## src/rtl/qbert_move_ctrl.sv

```systemverilog
// Player pyramid-position controller: turns direction requests into one-hot target
// cubes, runs the issue/accept/complete handshake with the sprite layer, tracks visits.
module qbert_move_ctrl #(
  parameter int TIMEOUT = 1024
) (
  input  logic        clk,
  input  logic        reset,
  input  logic        e_dir_valid,
  input  logic [2:0]  e_dir,
  input  logic        done_move_qb,
  input  logic        e_respawn,
  input  logic        e_restart,
  output logic [27:0] position_qb,
  output logic [27:0] e_next_qb,
  output logic [2:0]  e_jump_qb,
  output logic [27:0] cube_visit,
  output logic [4:0]  visit_cnt,
  output logic        all_visited,
  output logic [15:0] jump_cnt,
  output logic        jump_err
);

  localparam int CW = $clog2(TIMEOUT) + 1;

  typedef enum logic [2:0] {S_READY, S_ISSUE, S_MOVING, S_COMMIT, S_FALLEN} state_t;

  state_t        state_q, state_d;
  logic [27:0]   pos_q, pos_d, next_q, next_d, visit_q, visit_d;
  logic [2:0]    jump_q, jump_d;
  logic [4:0]    vcnt_q, vcnt_d;
  logic [15:0]   jcnt_q, jcnt_d;
  logic          err_q, err_d;
  logic [2:0]    pos_r_q, pos_r_d, pos_c_q, pos_c_d;
  logic [2:0]    tgt_r_q, tgt_r_d, tgt_c_q, tgt_c_d;
  logic [CW-1:0] tmo_q, tmo_d;

  logic          dir_ok, tgt_ok;
  logic [2:0]    tr, tc;
  logic [27:0]   tgt_oh;

  function automatic logic [4:0] cube_base(input logic [2:0] r);
    case (r)
      3'd1:    cube_base = 5'd1;
      3'd2:    cube_base = 5'd3;
      3'd3:    cube_base = 5'd6;
      3'd4:    cube_base = 5'd10;
      3'd5:    cube_base = 5'd15;
      3'd6:    cube_base = 5'd21;
      default: cube_base = 5'd0;
    endcase
  endfunction

  // Target cube from the current (row, col); column 0 is the right edge.
  always_comb begin
    tr     = pos_r_q;
    tc     = pos_c_q;
    tgt_ok = 1'b0;
    dir_ok = 1'b1;
    case (e_dir)
      3'b001: begin tr = pos_r_q + 3'd1; tgt_ok = (pos_r_q != 3'd6); end
      3'b010: begin tr = pos_r_q + 3'd1; tc = pos_c_q + 3'd1; tgt_ok = (pos_r_q != 3'd6); end
      3'b011: begin
        tr = pos_r_q - 3'd1; tc = pos_c_q - 3'd1;
        tgt_ok = (pos_r_q != 3'd0) && (pos_c_q != 3'd0);
      end
      3'b100: begin tr = pos_r_q - 3'd1; tgt_ok = (pos_r_q != 3'd0) && (pos_c_q != pos_r_q); end
      default: dir_ok = 1'b0;
    endcase
    tgt_oh = tgt_ok ? (28'h1 << (cube_base(tr) + 5'(tc))) : 28'h0;
  end

  always_comb begin
    state_d = state_q;
    pos_d   = pos_q;
    next_d  = next_q;
    jump_d  = jump_q;
    visit_d = visit_q;
    vcnt_d  = vcnt_q;
    jcnt_d  = jcnt_q;
    err_d   = 1'b0;
    pos_r_d = pos_r_q;
    pos_c_d = pos_c_q;
    tgt_r_d = tgt_r_q;
    tgt_c_d = tgt_c_q;
    tmo_d   = tmo_q;
    if (e_restart) begin
      state_d = S_READY;
      pos_d   = 28'h1;
      next_d  = 28'h1;
      jump_d  = 3'd0;
      visit_d = 28'h1;
      vcnt_d  = 5'd1;
      jcnt_d  = 16'd0;
      pos_r_d = 3'd0;
      pos_c_d = 3'd0;
      tgt_r_d = 3'd0;
      tgt_c_d = 3'd0;
      tmo_d   = '0;
    end else begin
      case (state_q)
        S_READY: begin
          if (e_respawn) begin
            pos_d   = 28'h1;
            next_d  = 28'h1;
            pos_r_d = 3'd0;
            pos_c_d = 3'd0;
          end else if (e_dir_valid && dir_ok && done_move_qb) begin
            next_d  = tgt_oh;
            jump_d  = e_dir;
            tgt_r_d = tr;
            tgt_c_d = tc;
            tmo_d   = '0;
            state_d = S_ISSUE;
          end
        end
        S_ISSUE: begin
          // Acceptance is checked first so it wins over a coincident timeout.
          if (!done_move_qb) begin
            jump_d  = 3'd0;
            state_d = S_MOVING;
          end else if (tmo_q == CW'(TIMEOUT - 1)) begin
            next_d  = pos_q;
            jump_d  = 3'd0;
            err_d   = 1'b1;
            state_d = S_READY;
          end else begin
            tmo_d = tmo_q + 1'b1;
          end
        end
        S_MOVING: begin
          if (done_move_qb) state_d = S_COMMIT;
        end
        S_COMMIT: begin
          pos_d = next_q;
          if (jcnt_q != 16'hFFFF) jcnt_d = jcnt_q + 16'd1;
          if (next_q != 28'h0) begin
            visit_d = visit_q | next_q;
            if ((visit_q & next_q) == 28'h0) vcnt_d = vcnt_q + 5'd1;
            pos_r_d = tgt_r_q;
            pos_c_d = tgt_c_q;
            state_d = S_READY;
          end else begin
            state_d = S_FALLEN;
          end
        end
        S_FALLEN: begin
          if (e_respawn) begin
            pos_d   = 28'h1;
            next_d  = 28'h1;
            pos_r_d = 3'd0;
            pos_c_d = 3'd0;
            state_d = S_READY;
          end
        end
        default: state_d = S_READY;
      endcase
    end
  end

  always_ff @(posedge clk or negedge reset) begin
    if (!reset) begin
      state_q <= S_READY;
      pos_q   <= 28'h1;
      next_q  <= 28'h1;
      jump_q  <= 3'd0;
      visit_q <= 28'h1;
      vcnt_q  <= 5'd1;
      jcnt_q  <= 16'd0;
      err_q   <= 1'b0;
      pos_r_q <= 3'd0;
      pos_c_q <= 3'd0;
      tgt_r_q <= 3'd0;
      tgt_c_q <= 3'd0;
      tmo_q   <= '0;
    end else begin
      state_q <= state_d;
      pos_q   <= pos_d;
      next_q  <= next_d;
      jump_q  <= jump_d;
      visit_q <= visit_d;
      vcnt_q  <= vcnt_d;
      jcnt_q  <= jcnt_d;
      err_q   <= err_d;
      pos_r_q <= pos_r_d;
      pos_c_q <= pos_c_d;
      tgt_r_q <= tgt_r_d;
      tgt_c_q <= tgt_c_d;
      tmo_q   <= tmo_d;
    end
  end

  assign position_qb = pos_q;
  assign e_next_qb   = next_q;
  assign e_jump_qb   = jump_q;
  assign cube_visit  = visit_q;
  assign visit_cnt   = vcnt_q;
  assign all_visited = (vcnt_q == 5'd28);
  assign jump_cnt    = jcnt_q;
  assign jump_err    = err_q;

endmodule

```

## config.mk

```make
export PLATFORM = sky130hd
export DESIGN_NAME = qbert_move_ctrl
export DESIGN_NICKNAME = d
export VERILOG_FILES = /design/src/rtl/qbert_move_ctrl.sv
export SDC_FILE = /design/constraint.sdc
export NUM_CORES = 1
export LEC_CHECK = 0
export BUFFER_PORTS_ARGS = -buffer_cell sky130_fd_sc_hd__buf_2
export CELL_PAD_IN_SITES_DETAIL_PLACEMENT = 1
export CELL_PAD_IN_SITES_GLOBAL_PLACEMENT = 2
export CORE_UTILIZATION = 35
export DETAILED_ROUTE_END_ITERATION = 10
export GPL_TIMING_DRIVEN = 0
export PLACE_DENSITY = 0.83
export REMOVE_ABC_BUFFERS = 1
export SYNTH_ARGS = -nofsm -noshare
export SYNTH_HDL_FRONTEND = slang
export SYNTH_SLANG_ARGS = --single-unit
export TNS_END_PERCENT = 5
```

## constraint.sdc

```tcl
create_clock -name clk -period 4.9 [get_ports clk]
set_input_delay 0.735 -clock clk [delete_from_list [all_inputs] [get_ports clk]]
set_output_delay 0.735 -clock clk [all_outputs]
set_load 0.03 [all_outputs]
```

Word level (Yosys, flattened, before mapping)
Index checks and enable logic that the tools add are counted.
- register bits after elaboration: 135
- output and inout bits: 110
- logic and storage cells: 150
- eq/ne operators: 31
- $add $sub $neg: 8
- reduce and logical (&&, ||, !) cells: 32
- shifts and indexed selects: 1
- bitwise logic cells: 2
- muxes and demuxes: 63
- operators by type and width (kind ; number):
    $mux W28 ; 11
    $pmux W28 S3 ; 1
    $mux W3 ; 24
    $pmux W28 S2 ; 1
    $mux W11 ; 5
    $mux W16 ; 3
    $pmux W3 S2 ; 5
    $pmux W5 S6 ; 1
    $and A28 B28 Y28 ; 1
    $logic_not A28 Y1 ; 1
    $or A28 B28 Y28 ; 1
    $reduce_bool A28 Y1 ; 1
    $shl A1 B5 Y28 const A ; 1
    $ne A3 B3 Y1 const B ; 9
    $pmux W11 S2 ; 1
    $mux W5 ; 4
    $eq A3 B2 Y1 const B ; 6
    $add A16 B1 Y16 const B ; 1
    $ne A16 B16 Y1 const B ; 1
    $eq A3 B3 Y1 const B ; 5
    $pmux W3 S5 ; 1
    $reduce_and A5 Y1 ; 3
    $reduce_bool A2 Y1 ; 6
    $reduce_bool A3 Y1 ; 4
    22 further kinds ; 40

Longest topological paths before layout
Gate-level depths: netlist of the first run.
- depth in word-level cells: 12
- depth in mapped cells: 18
- depth with buffers taken out: 17

Worst setup path after synthesis of the first run
Ideal clock, no wire load.
- path type: in2reg
- start: input port e_dir[2]
- end: register next_q[23], in the netlist e_next_qb[23]
- slack: 0.404 ns
- stages on the path: 16
- setup time: 0.092 ns
- arrival time: 4.405 ns
- path buffers: 1
- cell sequence: buf_4 > nand2b_1 > nor2_1 > a21oi_1 > fa_1 > inv_1 > a2bb2o_2 > or3_4 > and2_1 > xor2_1 > mux2i_1 > ha_1 > xor2_1 > or4_4 > o21bai_4 > o31ai_2
- word-level cells in the longest chain between the ends: 12
- RTL lines (what ; RTL line ; source):
    start, declared ; 9 ; input logic [2:0] e_dir,
    $eq A3 B2 Y1, or another cell as far along ; 59 ; case (e_dir)
    $reduce_or A2 Y1 (no source line) ; -- ;
    $pmux W3 S2 ; 59 ;
    $eq A3 B3 Y1, or another cell as far along ; 42 ; case (r)
    $pmux W5 S6 ; 42 ;
    $add A5 B3 Y5 ; 69 ; tgt_oh = tgt_ok ? (28'h1 << (cube_base(tr) + 5'(tc))) : 28'h0;
    $shl A1 B5 Y28 ; 69 ;
    $mux W28 ; 69 ;
    $mux W28 ; 107 ; end else if (e_dir_valid && dir_ok && done_move_qb) begin
    $mux W28 ; 102 ; if (e_respawn) begin
    $pmux W28 S3 ; 100 ; case (state_q)
    $mux W28 ; 86 ; if (e_restart) begin
    end signal, assigned ; 178 ; next_q <= next_d;
    end, declared ; 28 ; logic [27:0] pos_q, pos_d, next_q, next_d, visit_q, visit_d;
Several ways; a longest one is shown, not always the timed one. The select of a mux whose other input is x is not followed.
A chain may end at the register's enable or synchronous reset.

Worst setup path in the final report of the first run
- start: input port e_dir[2]
- end: register next_q[27], in the netlist e_next_qb[27]
Same word-level chain as after synthesis.

==> impl_metrics.py, run 1 <==
metrics = {
    "power": {
        "power.density_nw_per_um2": 331.8,
        "internal_power_w": 0.001996,
        "p_sw_frac": 0.2781,
        "leakage_nw": 3.841,
        "combPwrFrac": 0.115,
        "seq_power_share": 0.419,
        "peakVddDrop_v": 0.0002276,
        "clkPwrFrac": 0.466,
        "p_sw_w": 0.0007691,
        "total_power_w": 0.002766,
    },
    "critical_path": {
        "path_buf_inv": 4,
        "cp-end-kind": "flop",
        "required_ps": 5230,
        "worst-setup-path-type": "in -> reg",
        "worst-path-max-fanout": 10,
        "max_stage_delay_ps": 420,
        "cp_slowest_cell": "fa_1",
        "arrival_ps": 4950,
        "crit_family": "simple AND/OR/NAND/NOR gates",
        "cp_cell_sequence": "buf_2 -> nand2b_1 -> nor2_1 -> a21oi_1 -> fa_1 -> inv_1 -> a2bb2o_2 -> or3_4 -> and2_1 -> xor2_2 -> mux2i_1 -> ha_1 -> xor2_2 -> nor4b_1 -> buf_4 -> nand3b_1 -> buf_4 -> o31ai_1",
        "start_kind": "input port",
    },
    "finish": {
        "synthToLayoutAreaGrowth_pct": 23.31,
        "final_net_count": 839,
        "fin_util": 0.4426,
        "nFillCells": 2151,
        "regArea_um2": 3383,
        "multiInputGateArea_um2": 3243,
        "diodes": 0,
        "drive_gt1_frac": 0.2353,
        "post-route-cell-area_um2": 8334,
    },
    "timing": {
        "finalCritPeriodShare": 0.9431,
        "fin_skew_ps": 10.47,
        "fmax_mhz": 216.4,
        "maxSlewHeadroom": 0.09397,
        "period_minus_slack_ps": 4621,
        "hold_violations": 0,
        "fin_ws_ps": 278.7,
        "finalMaxSlewViolations": 0,
        "worst_pin_slew_ps": 1359,
        "setup_viol": 0,
    },
    "synth": {
        "ys.warnings.count": 0,
        "seq_area_frac_synth": 0.5006,
        "yosys.area.top_type_share": 0.4850,
        "avgSynthCellArea_um2": 9.533,
        "synthesis.area_um2": 6759,
        "synth_edf_count": 0,
        "synth_common_cells": "131 x dfrtp_1, 94 x nand2_1, 78 x nor2_1",
        "synth_top_area_cell": "dfrtp_1",
        "synth_most_common_cell": "dfrtp_1",
        "synth_cell_types": 69,
        "synth_seq_cells": 135,
        "synthTopCellsByArea": "dfrtp_1 49%, nand2_1 5.2%, nor2_1 4.3%, o21ai_0 4.0%, a22oi_1 3.8%",
        "synthArstFlopShare": 1.000,
        "synth_cells": 709,
        "synth_ff_type": "dfrtp_1",
    },
    "grt": {
        "antenna_found_initial": 0,
        "top_usage_layer": "met2",
        "grt.met2_usage": 0.3708,
        "grt_max_degree": 78,
        "gr-usage-met3": 0.04552,
        "grt_pass1_wl_um": 34690,
        "grt_pass1_vias": 6191,
        "gr-total-overflow": 0,
        "track_usage": 0.2248,
        "gr-usage-met1": 0.2927,
    },
    "place": {
        "portBuffers": 118,
        "place_congestion": 0.8401,
        "placed_area_um2": 7676,
        "dp_slack_ps": -419.4,
        "post-dp-hpwl_um": 14860,
    },
    "cts": {
        "clkSinkCount": 135,
        "clk_path_buf_depth": 2,
        "hold_buffers": 0,
        "clockRootBuffer": "clkbuf_16",
        "cts_tree": "yes",
        "h-tree-depth": 4,
        "cts.clk_slew.worst_paths_ps": 60,
        "clk_latency_ps": 430,
        "cts_buffers": 17,
    },
    "floorplan": {
        "dieWidth_um": 141.0,
        "initial_core_util": 0.3589,
        "ios": 119,
        "placementRows": 50,
        "die_area_um2": 19870,
        "core_um2": 18830,
        "die_h_um": 141.0,
    },
    "flow_run": {
        "drv_cap": 0,
    },
    "route": {
        "postRouteAntennaNets": 0,
        "via_count": 6012,
        "detail_route.iter0.violations": 346,
        "drc_errors": 0,
        "wl_per_cell_um": 19.44,
        "drt_pass1_iterations": 5,
        "wirelength_um": 21250,
        "drt-vias-per-instance": 5.500,
    },
    "hold_path": {
        "min_path_type": "in -> async",
    },
    "outcome": {
        "status": "complete, no violations",
    },
}
[logic make-up after synthesis]
logic type	count (synthesis)	share of synthesized area
AO/OA/AOI/OAI	191	0.1846
XOR/XNOR	32	0.04350
adder cells (fa/ha/maj)	10	0.02184
buffers and inverters	51	0.03184
flip-flops	135	0.5006
multiplexers	6	0.009256
AND/OR/NAND/NOR	284	0.2084
[power groups by stage]
stage | combinational, W | clock [W] | sequential [W]
floorplan | 0.000146 | 0 | 0.00120
global placement | 0.000283 | 0 | 0.00118
detailed placement | 0.000310 | 0 | 0.00118
CTS | 0.000313 | 0.00131 | 0.00116
global route | 0.000347 | 0.00137 | 0.00116
finish | 0.000317 | 0.00129 | 0.00116
[worst paths after layout]
check                                             from  slack (ps)                         to  cells past startpoint
max in group asynchronous                        reset        3810   jump_cnt[10]$_DFFE_PN0P_                      2
worst min register to register  tgt_r_q[1]$_DFFE_PN0P_         490     tgt_r_q[1]$_DFFE_PN0P_                      2
min in group clk                tgt_r_q[1]$_DFFE_PN0P_         490     tgt_r_q[1]$_DFFE_PN0P_                      2
worst min-delay path                             reset         280   visit_cnt[4]$_DFFE_PN0P_                      1
worst max register to register  pos_r_q[0]$_DFFE_PN0P_         760  e_next_qb[27]$_DFFE_PN0P_                     15
worst max-delay path                          e_dir[2]         280  e_next_qb[27]$_DFFE_PN0P_                     18
[stage by stage]
stage | std cells | hold slack (ps) | TNS, ps
after global routing | 1093 | 302.2 | -27.87
after global placement | 1052 | 465.4 | -6542
after CTS | 1090 | 297.9 | 0
after floorplan | 674 | 439.4 | 0
final | 1093 | 283.8 | 0
after detailed placement | 1056 | 485.8 | -5878
[routing by layer]
layer	up-vias	part of all wire
met5	-	0
met4	0	0.021
met3	30	0.036
met2	123	0.48
met1	3090	0.46
li1	2769	-
[cell usage in the layout, fill, tap and decap left out, types with 3 or more instances in the layout]
| master | netlist | layout |
|---|---|---|
| buf_2 | 4 | 118 |
| or3_1 | 3 | 3 |
| and3_1 | 5 | 5 |
| buf_16 | 0 | 3 |
| nand3_1 | 18 | 18 |
| clkbuf_16 | 0 | 17 |
| inv_1 | 16 | 16 |
| nor2_1 | 78 | 77 |
| fa_1 | 3 | 3 |
| a22oi_1 | 34 | 34 |
| o31ai_2 | 3 | 3 |
| o21ai_0 | 54 | 54 |
| o21ai_1 | 5 | 4 |
| clkinvlp_4 | 0 | 3 |
| clkinv_4 | 0 | 3 |
| ha_1 | 7 | 7 |
| nand2b_1 | 8 | 7 |
| dfstp_2 | 4 | 4 |
| nand4_1 | 11 | 11 |
| nor2b_1 | 4 | 4 |
| and2_1 | 6 | 6 |
| nand2_1 | 94 | 94 |
| buf_4 | 3 | 4 |
| mux2i_1 | 4 | 4 |
| xnor2_1 | 13 | 13 |
| xor2_1 | 18 | 16 |
| nor3_1 | 10 | 10 |
| dfrtp_1 | 131 | 131 |
| nor4_1 | 14 | 13 |
| or2_2 | 4 | 4 |
| and4_1 | 5 | 5 |
| o21bai_1 | 3 | 3 |
| a22o_1 | 8 | 8 |
| inv_6 | 0 | 3 |
| nand3b_1 | 6 | 6 |
| a21oi_1 | 46 | 44 |
| o31ai_1 | 12 | 12 |
[cell type report]
cell class,count,share of cell area
Sequential cell,135,0.4059
Multi-Input combinational cell,523,0.3891
Timing Repair Buffer,127,0.08812
Clock buffer,19,0.05315
Tap cell,260,0.03903
Clock inverter,13,0.01741
Inverter,16,0.007206
[sequential cells by signal, summed over array words and instances, names as in the netlist]
| signal | cells |
|---|---|
| jump_cnt | 16 |
| e_jump_qb | 3 |
| cube_visit | 28 |
| pos_r_q | 3 |
| jump_err | 1 |
| tmo_q | 11 |
| visit_cnt | 5 |
| position_qb | 28 |
| tgt_r_q | 3 |
| tgt_c_q | 3 |
| state_q | 3 |
| pos_c_q | 3 |
| e_next_qb | 28 |
[repair_timing]
action / 4_1_cts / 5_1_grt
resized for setup: 0 / 6
endpoints found under the setup margin: 2 / 16
hold endpoints to repair: 0 / 0
pin swaps: 1 / 0
setup buffers: 2 / 2
Power figures use the tool's default switching activity.
==> run 2, diff against run 1 <==
- CELL_PAD_IN_SITES_GLOBAL_PLACEMENT: 2 -> 1
- CORE_MARGIN: not set -> 5
- CORE_UTILIZATION: 35 -> 43
- TNS_END_PERCENT: 5 -> 1
==> impl_metrics.py, run 2 (synthesized netlist as in run 1, its figures left out) <==
metrics = {
    "outcome": {
        "status": "complete, no violations",
    },
    "cts": {
        "clkSinkCount": 135,
        "cts.clk_slew.worst_paths_ps": 50,
        "clk_path_buf_depth": 2,
        "cts_buffers": 17,
        "clockRootBuffer": "clkbuf_16",
        "h-tree-depth": 4,
        "clk_latency_ps": 430,
        "cts_tree": "yes",
    },
    "floorplan": {
        "die_area_um2": 18330,
        "ios": 119,
        "placementRows": 45,
        "initial_core_util": 0.4413,
        "die_h_um": 135.4,
        "dieWidth_um": 135.4,
        "core_um2": 15310,
    },
    "power": {
        "total_power_w": 0.002684,
        "leakage_nw": 3.823,
        "peakVddDrop_v": 0.0002419,
        "power.density_nw_per_um2": 325.7,
    },
    "timing": {
        "hold_slack_ps": 249.2,
        "period_minus_slack_ps": 4648,
        "fin_skew_ps": 9.359,
        "fmax_mhz": 215.2,
        "finalMaxSlewViolations": 0,
        "maxSlewHeadroom": 0.07613,
        "fin_ws_ps": 252.2,
        "setup_viol": 0,
        "worst_pin_slew_ps": 1386,
        "rsz0062_at_grt": "false",
        "hold_violations": 0,
        "finalCritPeriodShare": 0.9485,
    },
    "critical_path": {
        "cp_slowest_cell": "fa_1",
        "arrival_ps": 4930,
        "reg2regPathDepth": 15,
        "required_ps": 5180,
        "crit_family": "simple AND/OR/NAND/NOR gates",
        "timing.rr.end": "e_next_qb[6]$_DFFE_PN0P_",
        "path_buf_inv": 2,
        "worst_path_most_repeated_cell": "a21oi_1",
        "r2r_start": "pos_r_q[0]$_DFFE_PN0P_",
        "max_stage_delay_ps": 430,
        "cp-end-kind": "flop",
        "start_kind": "input port",
        "worst-path-max-fanout": 10,
        "cp_cell_sequence": "buf_2 -> nand2b_1 -> nor2_2 -> a21oi_1 -> fa_1 -> inv_1 -> a2bb2o_2 -> or3_4 -> and2_1 -> xor2_2 -> mux2i_1 -> ha_1 -> a21oi_1 -> nand2_1 -> a21boi_1 -> and3_2 -> o21bai_4 -> o21ai_0",
        "ff2ff_setup_slack_ps": 710,
        "worst-setup-path-type": "in -> reg",
    },
    "grt": {
        "gr-total-overflow": 0,
        "antenna_found_initial": 0,
        "grt_pass1_vias": 6527,
        "grt_max_degree": 92,
        "grt_pass1_wl_um": 35250,
        "track_usage": 0.2452,
    },
    "route": {
        "wl_per_cell_um": 21.26,
        "wirelength_um": 22110,
        "postRouteAntennaNets": 0,
        "drc_errors": 0,
        "detail_route.iter0.violations": 384,
        "via_count": 6176,
        "drt-vias-per-instance": 5.938,
        "drt_pass1_iterations": 7,
    },
    "finish": {
        "layout_commonest_cell": "dfrtp_1",
        "final_net_count": 836,
        "drive_gt1_frac": 0.2316,
        "mostFrequentLayoutCells": "131 x dfrtp_1, 118 x buf_2, 94 x nand2_1, 76 x nor2_1, 54 x o21ai_0",
        "post-route-cell-area_um2": 8242,
        "synthToLayoutAreaGrowth_pct": 21.94,
        "diodes": 0,
        "fin_util": 0.5382,
    },
    "flow_run": {
        "drv_cap": 0,
    },
    "place": {
        "dp_slack_ps": -594.8,
        "place_congestion": 0.8211,
        "portBuffers": 118,
        "post-dp-hpwl_um": 15260,
        "placed_area_um2": 7610,
    },
    "hold_path": {
        "min_path_type": "in -> async",
    },
}
## run 2: through the flow
step / setup TNS (ps) / instances
global placement: -3022 / 1003
floorplan: 0 / 674
detailed placement: -10190 / 1007
finish: 0 / 1040
global route: 0 / 1040
CTS: 0 / 1039
## run 2: cell type report
| cell class | count | area, um2 |
|---|---|---|
| Sequential cell | 135 | 3383 |
| Tap cell | 211 | 264.0 |
| Clock buffer | 23 | 478.0 |
| Inverter | 16 | 60.06 |
| Timing Repair Buffer | 124 | 706.9 |
| Fill cell | 1777 | 7073 |
| Multi-Input combinational cell | 523 | 3276 |
| Clock inverter | 8 | 73.82 |
## run 2: how the worst max path moves through the flow
stage          startpoint                        end  slack (ps)  cells past startpoint
2_1_floorplan    e_dir[2]  e_next_qb[23]$_DFFE_PN0P_         560                     15
3_3_place_gp     e_dir[2]   e_next_qb[1]$_DFFE_PN0P_        -210                     18
3_5_place_dp     e_dir[2]  e_next_qb[27]$_DFFE_PN0P_        -590                     16
4_1_cts          e_dir[2]   e_next_qb[3]$_DFFE_PN0P_           8                     18
5_1_grt          e_dir[2]   e_next_qb[7]$_DFFE_PN0P_          40                     18
6_report         e_dir[2]   e_next_qb[6]$_DFFE_PN0P_         250                     18
## run 2: worst register-to-register path: cells and delay by family, from the launching register on
family	cells	cell delay (ps)
buf+inv	2	180
flops	1	440
fa+ha+maj	2	850
compound gates	5	1160
mux	1	140
xor+xnor	1	230
simple gates	4	1050
## run 2: metal layers
layer	part of all wire	track usage	up-vias
li1	-	-	2750
met1	0.40	0.2941	3147
met2	0.50	0.4223	224
met3	0.058	0.05498	55
met4	0.034	0.1081	0
met5	0	0	-
## run 2: what timing repair did
| item | 4_1_cts | 5_1_grt |
|---|---|---|
| resized for setup | 2 | 10 |
| hold buffers | 0 | 0 |
| endpoints found under the hold margin | 0 | 0 |
| endpoints found under the setup margin | 14 | 28 |
| pin swaps | 1 | 0 |
| gates cloned | 0 | 0 |
| setup buffers | 1 | 0 |
## run 2: power by group
group	switching (W)	internal, W
clock network	0.000468	0.000731
logic	0.000231	0.0000963
registers	0.0000222	0.00114
total	0.000721	0.00196
==> run 3, diff against run 2 <==
- CORE_ASPECT_RATIO: not set -> 1.25
==> impl_metrics.py, run 3 (synthesized netlist as in run 1, its figures left out) <==
metrics = {
    "critical_path": {
        "start_kind": "input port",
        "cp_slowest_cell": "fa_1",
        "worst-path-max-fanout": 10,
        "startpoint": "e_dir[2]",
        "path_buf_inv": 3,
        "cp-end-kind": "flop",
        "required_ps": 5220,
        "r2r_start": "pos_r_q[0]$_DFFE_PN0P_",
        "crit_family": "simple AND/OR/NAND/NOR gates",
        "reg2regPathDepth": 14,
        "max_stage_delay_ps": 420,
        "worst-setup-path-type": "in -> reg",
        "arrival_ps": 4980,
        "cp_cell_sequence": "buf_2 -> nand2b_1 -> nor2_2 -> a21oi_1 -> fa_1 -> inv_1 -> a2bb2o_2 -> or3_4 -> and2_1 -> xor2_2 -> mux2i_1 -> ha_1 -> xor2_1 -> nor4b_2 -> nand3b_1 -> buf_4 -> o31ai_1",
        "worst-path-stages": 17,
    },
    "power": {
        "power.density_nw_per_um2": 340.3,
        "peakVddDrop_v": 0.0002033,
        "leakage_nw": 3.829,
    },
    "finish": {
        "mostFrequentLayoutCells": "131 x dfrtp_1, 118 x buf_2, 94 x nand2_1, 76 x nor2_1, 54 x o21ai_0",
        "multiInputGateArea_um2": 3227,
        "drive_gt1_frac": 0.2328,
        "synthToLayoutAreaGrowth_pct": 21.71,
        "fin_util": 0.5305,
        "regArea_um2": 3383,
        "post-route-cell-area_um2": 8227,
        "final_net_count": 836,
        "layout_commonest_cell": "dfrtp_1",
        "nFillCells": 1793,
        "diodes": 0,
    },
    "route": {
        "drt_pass1_iterations": 5,
        "via_count": 6101,
        "wirelength_um": 21530,
        "wl_per_cell_um": 20.68,
        "drc_errors": 0,
        "drt-vias-per-instance": 5.861,
        "postRouteAntennaNets": 0,
        "detail_route.iter0.violations": 442,
    },
    "cts": {
        "clk_latency_ps": 430,
        "hold_buffers": 0,
        "clk_path_buf_depth": 2,
        "cts_buffers": 17,
        "clockRootBuffer": "clkbuf_16",
        "cts.clk_slew.worst_paths_ps": 60,
        "h-tree-depth": 4,
        "cts_tree": "yes",
        "clkSinkCount": 135,
    },
    "floorplan": {
        "placementRows": 51,
        "die_area_um2": 18340,
        "initial_core_util": 0.4359,
        "die_h_um": 150.2,
        "dieWidth_um": 122.1,
        "ios": 119,
        "core_um2": 15510,
    },
    "grt": {
        "grt_pass1_wl_um": 34930,
        "grt_max_degree": 89,
        "gr-total-overflow": 0,
        "track_usage": 0.2435,
        "antenna_found_initial": 0,
        "grt_pass1_vias": 6503,
    },
    "timing": {
        "finalCritPeriodShare": 0.9509,
        "setup_viol": 0,
        "finalMaxSlewViolations": 0,
        "hold_violations": 0,
        "fin_skew_ps": 6.120,
        "worst_pin_slew_ps": 1332,
        "period_minus_slack_ps": 4660,
        "rsz0062_at_grt": "false",
        "fmax_mhz": 214.6,
        "hold_slack_ps": 239.9,
        "maxSlewHeadroom": 0.1120,
    },
    "place": {
        "post-dp-hpwl_um": 15140,
        "place_congestion": 0.7785,
        "portBuffers": 118,
        "placed_area_um2": 7584,
    },
    "outcome": {
        "status": "complete, no violations",
    },
    "flow_run": {
        "drv_cap": 0,
    },
    "hold_path": {
        "min_path_type": "in -> async",
    },
}
run 3: area by class of cell:
cell class / instances / area share
sequential: 135 / 0.4113
multi-input combinational: 523 / 0.3922
timing repair buffer: 124 / 0.08350
clock buffer: 19 / 0.05506
tap: 212 / 0.03224
clock inverter: 12 / 0.01840
inverter: 16 / 0.007300
run 3: final timing paths:
kind | endpoint | slack [ps]
worst min-delay path | jump_cnt[8]$_DFFE_PN0P_ | 240
worst max register to register | e_next_qb[27]$_DFFE_PN0P_ | 670
worst min register to register | tmo_q[10]$_DFFE_PN0P_ | 500
max in group asynchronous | cube_visit[25]$_DFFE_PN0P_ | 3860
worst max-delay path | e_next_qb[27]$_DFFE_PN0P_ | 240
min in group clk | tmo_q[10]$_DFFE_PN0P_ | 500
run 3: through the flow:
| stage | cells | setup TNS [ps] | worst slack [ps] | power [W] |
|---|---|---|---|---|
| final | 1041 | 0 | 240.4 | 0.002800 |
| after global routing | 1041 | 0 | 36.16 | 0.002904 |
| after CTS | 1040 | 0 | 10.08 | 0.002809 |
| after detailed placement | 1008 | -8338 | -541.9 | 0.001486 |
| after global placement | 1004 | -1816 | -159.3 | 0.001454 |
| after floorplan | 674 | 0 | 563.3 | 0.001350 |
run 3: per-layer routing:
| metal | routed length (um) | GRT usage | up-vias |
|---|---|---|---|
| li1 | - | - | 2755 |
| met1 | 8621 | 0.2893 | 3145 |
| met2 | 11530 | 0.4477 | 165 |
| met3 | 1036 | 0.04735 | 36 |
| met4 | 343 | 0.06499 | 0 |
| met5 | 0 | 0 | - |
run 3: repair_timing:
item	CTS	global route
endpoints found under the hold margin	0	0
buffers inserted	1	0
gates resized for setup	2	3
pin swaps	1	0
endpoints found under the setup margin	14	28
run 3: report_power, final:
| part | leakage (nW) | internal [W] | switching, W | total [W] |
|---|---|---|---|---|
| sequential | 1.87 | 0.00114 | 0.0000226 | 0.00116 |
| clock | 0.295 | 0.000823 | 0.000503 | 0.00133 |
| combinational | 1.67 | 0.0000920 | 0.000224 | 0.000316 |
